### config.mk
export PLATFORM = sky130hd
export DESIGN_NAME = divider
export DESIGN_NICKNAME = d
export VERILOG_FILES = /design/src/rtl/alu_pkg.sv /design/src/rtl/divider_div_step.sv /design/src/rtl/divider.sv
export SDC_FILE = /design/constraint.sdc
export NUM_CORES = 1
export LEC_CHECK = 0
export BUFFER_PORTS_ARGS = -buffer_cell sky130_fd_sc_hd__buf_2
export CAP_MARGIN = 20
export CORE_MARGIN = 2
export CORE_UTILIZATION = 50
export DETAILED_ROUTE_END_ITERATION = 10
export GPL_TIMING_DRIVEN = 1
export HOLD_SLACK_MARGIN = 0.05
export PLACE_DENSITY = 0.72
export SYNTH_ARGS = -nofsm -noshare
export SYNTH_HDL_FRONTEND = slang
export SYNTH_SLANG_ARGS = --single-unit
### constraint.sdc
create_clock -name CLK -period 3.25 [get_ports CLK]
set_input_delay 0.65 -clock CLK [delete_from_list [all_inputs] [get_ports CLK]]
set_output_delay 0.65 -clock CLK [all_outputs]
set_load 0.05 [all_outputs]
### src/rtl/alu_pkg.sv
// Shared ALU definitions: divider FSM states and default sizing.
package alu_pkg;

  localparam int DIV_WIDTH = 8;
  localparam int DIV_CNT_W = $clog2(DIV_WIDTH + 1);

  typedef enum logic [1:0] {
    IDLE   = 2'd0,
    RUN    = 2'd1,
    FINISH = 2'd2
  } div_state_t;

endpackage

### src/rtl/divider_div_step.sv
// One combinational restoring-division step: shift {R,Q} left, trial-subtract D.
module div_step #(
  parameter int WIDTH = 8
) (
  input  logic [WIDTH:0]   r,
  input  logic [WIDTH-1:0] q,
  input  logic [WIDTH-1:0] d,
  output logic [WIDTH:0]   r_next,
  output logic [WIDTH-1:0] q_next
);

  // The shifted remainder keeps R's top bit so the trial difference has room
  // for a borrow bit above the WIDTH+1 remainder bits.
  logic [WIDTH+1:0] r_shift;
  logic [WIDTH+1:0] diff;
  logic             borrow;

  // Trial subtraction; restore (keep shifted R) when it would go negative.
  always_comb begin
    r_shift = {r, q[WIDTH-1]};
    diff    = r_shift - {2'b00, d};
    borrow  = diff[WIDTH+1];
    if (borrow) begin
      r_next = r_shift[WIDTH:0];
      q_next = {q[WIDTH-2:0], 1'b0};
    end else begin
      r_next = diff[WIDTH:0];
      q_next = {q[WIDTH-2:0], 1'b1};
    end
  end

endmodule

### src/rtl/divider.sv
// Multi-cycle unsigned restoring divider with START/DONE handshake.
module divider
  import alu_pkg::*;
#(
  parameter int WIDTH = DIV_WIDTH
) (
  input  logic             CLK,
  input  logic             RESET,
  input  logic             START,
  input  logic [WIDTH-1:0] INPUT1,
  input  logic [WIDTH-1:0] INPUT2,
  output logic [WIDTH-1:0] QUOTIENT,
  output logic [WIDTH-1:0] REMAINDER,
  output logic             BUSY,
  output logic             DONE,
  output logic             DIV_BY_ZERO
);

  localparam int CNT_W = $clog2(WIDTH + 1);

  div_state_t       state, state_next;
  logic [CNT_W-1:0] cnt;
  logic [WIDTH:0]   rem_w, rem_n;
  logic [WIDTH-1:0] quo_w, quo_n;
  logic [WIDTH-1:0] dvs;
  logic             accept;
  logic             zero_div;
  logic             last_step;

  assign accept    = (state == IDLE) && START;
  assign zero_div  = (INPUT2 == '0);
  assign last_step = (state == RUN) && (cnt == CNT_W'(WIDTH - 1));

  // BUSY and DONE decode the state register, so they never coincide.
  assign BUSY = (state == RUN);
  assign DONE = (state == FINISH);

  div_step #(.WIDTH(WIDTH)) u_step (
    .r      (rem_w),
    .q      (quo_w),
    .d      (dvs),
    .r_next (rem_n),
    .q_next (quo_n)
  );

  // State register.
  always_ff @(posedge CLK) begin
    if (!RESET) state <= IDLE;
    else        state <= state_next;
  end

  // Next-state logic; a divisor of zero skips straight to FINISH.
  always_comb begin
    state_next = state;
    case (state)
      IDLE:    if (START) state_next = zero_div ? FINISH : RUN;
      RUN:     if (last_step) state_next = FINISH;
      FINISH:  state_next = IDLE;
      default: state_next = IDLE;
    endcase
  end

  // Step counter: cleared on accept, advanced once per RUN cycle.
  always_ff @(posedge CLK) begin
    if (!RESET)            cnt <= '0;
    else if (accept)       cnt <= '0;
    else if (state == RUN) cnt <= cnt + 1'b1;
  end

  // Working registers: operands latched on accept, then iterated in RUN.
  always_ff @(posedge CLK) begin
    if (accept) begin
      dvs   <= INPUT2;
      quo_w <= INPUT1;
      rem_w <= '0;
    end else if (state == RUN) begin
      rem_w <= rem_n;
      quo_w <= quo_n;
    end
  end

  // Result registers: written only on the edge entering FINISH, held otherwise.
  always_ff @(posedge CLK) begin
    if (!RESET) begin
      QUOTIENT    <= '0;
      REMAINDER   <= '0;
      DIV_BY_ZERO <= 1'b0;
    end else if (accept && zero_div) begin
      QUOTIENT    <= '1;
      REMAINDER   <= INPUT1;
      DIV_BY_ZERO <= 1'b1;
    end else if (last_step) begin
      QUOTIENT    <= quo_n;
      REMAINDER   <= rem_n[WIDTH-1:0];
      DIV_BY_ZERO <= 1'b0;
    end
  end

endmodule

==> flow_metrics.py <==
metrics = {
    "yosys": {
        "syn_area_um2": 2420,
        "synth_fp_nets": 279,
        "netlist_instances": 250,
        "synth_compound_area_share_pct": 17.4,
        "muxShareOfSynthArea_pct": 7.92,
        "ys_async_sr_fraction_pct": 0,
        "yosys_warnings": 0,
        "ys_ff_latch": 48,
        "synth_edf_count": 16,
        "synth_simple_gate_area_share_pct": 16.1,
        "seq_area_frac_synth_pct": 46.4,
        "synth_top_family_by_area": "compound AO/OA/AOI/OAI gates",
        "avgSynthCellArea_um2": 9.67,
        "synth_flop_cell": "dfxtp_1",
        "post_synth_xor_area_fraction_pct": 1.81,
        "yosysUniqueCellTypes": 50,
        "synthAdderAreaFrac_pct": 5.48,
    },
    "clock_tree": {
        "worstSkewPairLatency_ns": 0.30,
        "clkTransAtPathRegs_ns": 0.08,
        "clock-sinks": 48,
        "cts.path.max_buffers": 2,
        "cts-root-buf": "clkbuf_8",
        "cts_setup_buffers": 0,
        "cts_hold_buffers": 0,
        "cts_tree": "yes",
        "ctsHtreeMaxLevel": 2,
        "numCtsBuffers": 5,
        "postCtsResizedCells": 0,
    },
    "setup_path": {
        "endpoint_kind": "flip-flop",
        "critPathBufInv": 1,
        "crit_family": "simple AND/OR/NAND/NOR gates",
        "critPathMaxStageDelay_ns": 0.54,
        "cp_cell_sequence": "inv_1, ha_1, a211oi_1, nor2_1, mux2i_1, and4_1, mux2i_1, o21ai_0",
        "crit_start": "dvs[6]$_DFFE_PP_",
        "cp.arrival_ns": 2.66,
        "cpMostUsedCell": "mux2i_1",
        "crit_type": "flip-flop to flip-flop",
        "path_max_fanout": 9,
        "cp-start-kind": "flip-flop",
        "worstPathRequired_ns": 3.43,
        "slowest_stage": "and4_1",
        "r2r-start": "dvs[6]$_DFFE_PP_",
    },
    "job": {
        "cap_violations": 0,
    },
    "timing": {
        "fin_crit_sh_pct": 76.4,
        "clock-skew-final_ns": 0.00424,
        "slew_headroom_pct": 60.7,
        "setup-tns-final_ns": 0,
        "min_period_ns": 2.48,
        "fin_ws_ns": 0.766,
        "hold_viol": 0,
        "setup_violations": 0,
        "rsz0062_at_grt": "false",
        "maxSlewViolCount": 0,
        "clock.fmax_mhz": 403,
        "worst_pin_slew_ns": 0.589,
        "timing.hold.ws_ns": 0.488,
    },
    "drt": {
        "drt_iter0_drc": 65,
        "drtPass1Iterations": 4,
        "detail_route.wl_per_cell_um": 14.5,
        "final_antenna_net_count": 0,
        "drc_errors": 0,
        "vias": 1903,
        "routed_wl_um": 4940,
        "vias_per_cell": 5.58,
    },
    "final_layout": {
        "fillers": 438,
        "final_cell_mix": "buf_2 (37), dfxtp_1 (32), nand2_1 (18)",
        "multi_input_area_um2": 1180,
        "final_common_cell": "buf_2",
        "drive_above_1_share_pct": 21.6,
        "n_antenna_cell": 0,
        "final_util_pct": 58.1,
        "nets": 315,
        "regArea_um2": 1120,
        "syn2layout_area_growth_pct": 12.6,
    },
    "global_route": {
        "grt_max_degree": 23,
        "gr-total-overflow": 0,
        "grt_antenna_before_repair": 0,
        "grt_pass1_vias": 1753,
        "grt_use_total_pct": 20.5,
        "grt_pass1_wl_um": 8470,
    },
    "hold_path": {
        "hold_class": "flip-flop to flip-flop",
        "min_from": "QUOTIENT[1]$_SDFFE_PN0P_",
    },
    "place": {
        "preCtsSetupSlack_ns": 0.665,
        "gp_congestion": 0.755,
        "dp.final_hpwl_um": 3670,
        "port_buffers": 37,
    },
    "die": {
        "die_width_um": 73.6,
        "dieHeight_um": 73.6,
        "pin_count": 38,
        "rows": 25,
        "die_area_um2": 5410,
        "start_util_pct": 51.5,
        "coreArea_um2": 4690,
    },
    "power_and_ir_drop": {
        "total_power_w": 0.00181,
        "powerDensity_nw_per_um2": 664,
        "leakagePower_nw": 1.18,
        "peakVddDrop_mv": 0.368,
    },
    "status": {
        "outcome": "finished clean",
    },
}
[routing by layer]
metal	vias to the layer above	wire length, µm	track usage [%]
met3	6	186	4.39
met1	883	2460	29.8
met5	-	0	0
met2	34	2240	31.1
li1	980	-	-
met4	0	59	5.45
[worst register-to-register path: stages (launching register included)]
cell      delay, ns
edfxtp_1       0.37
inv_1          0.07
ha_1           0.28
a211oi_1       0.43
nor2_1         0.07
mux2i_1        0.12
and4_1         0.54
mux2i_1        0.37
o21ai_0        0.13
[synthesized netlist by cell type (all sizes together), types with 2 or more instances]
cell type  number  area, µm²
dfxtp          32        641
nand2          18       67.6
o21ai          18       97.6
nor2           17       63.8
edfxtp         16        480
inv            16       60.1
nor3           14       70.1
a21oi          12       67.6
mux2           11        131
ha              9        113
clkbuf          7       26.3
or3             7       43.8
mux2i           6       60.1
o211ai          6       45.0
a31oi           4       25.0
buf             4       28.8
nand2b          4       25.0
nor2b           4       25.0
o22ai           4       25.0
a21o            3       23.8
o21a            3       22.5
or4             3       22.5
xor2            3       26.3
a21boi          2       15.0
and2            2       12.5
nand3           2       10.0
nand4           2       12.5
nor4            2       12.5
o21bai          2       15.0
o31a            2       17.5
xnor2           2       17.5
[flip-flops by register name, indices dropped and copies added, names as in the netlist]
| signal | count |
|---|---|
| dvs | 8 |
| cnt | 4 |
| state | 2 |
| REMAINDER | 8 |
| QUOTIENT | 8 |
| quo_w | 8 |
| DIV_BY_ZERO | 1 |
| rem_w | 9 |
[report_power, final]
part / leakage, nW / total (W) / switching, W / internal [W]
sequential: 0.417 / 0.000768 / 0.0000625 / 0.000706
clock: 0.0399 / 0.000336 / 0.000186 / 0.000150
combinational: 0.722 / 0.000706 / 0.000384 / 0.000322
total: 1.18 / 0.00181 / 0.000633 / 0.00118
[kinds of logic after synthesis]
kind of cell / after synthesis
xor+xnor: 5
simple gates: 78
mux: 17
buf+inv: 28
compound gates: 64
fa+ha+maj: 10
flops: 48
[layout make-up]
| class | count | area share, % |
|---|---|---|
| Timing Repair Buffer | 40 | 7.63 |
| Inverter | 17 | 2.34 |
| Sequential cell | 48 | 41.2 |
| Tap cell | 54 | 2.48 |
| Clock buffer | 7 | 2.80 |
| Clock inverter | 1 | 0.138 |
| Multi-Input combinational cell | 174 | 43.5 |
[through the flow]
step                      std cells  area, µm²
after floorplan                 250       2420
after global placement          333       2640
after detailed placement        333       2640
after CTS                       341       2720
after global routing            341       2720
final                           341       2720
[path summary, 6_finish.rpt]
kind,to,slack (ns),cells past startpoint
max,REMAINDER[6]$_SDFFE_PN0P_,0.77,8
min,QUOTIENT[1]$_SDFFE_PN0P_,0.49,2
max reg2reg,REMAINDER[6]$_SDFFE_PN0P_,0.77,8
min reg2reg,QUOTIENT[1]$_SDFFE_PN0P_,0.49,2
Power figures use the tool's default switching activity.
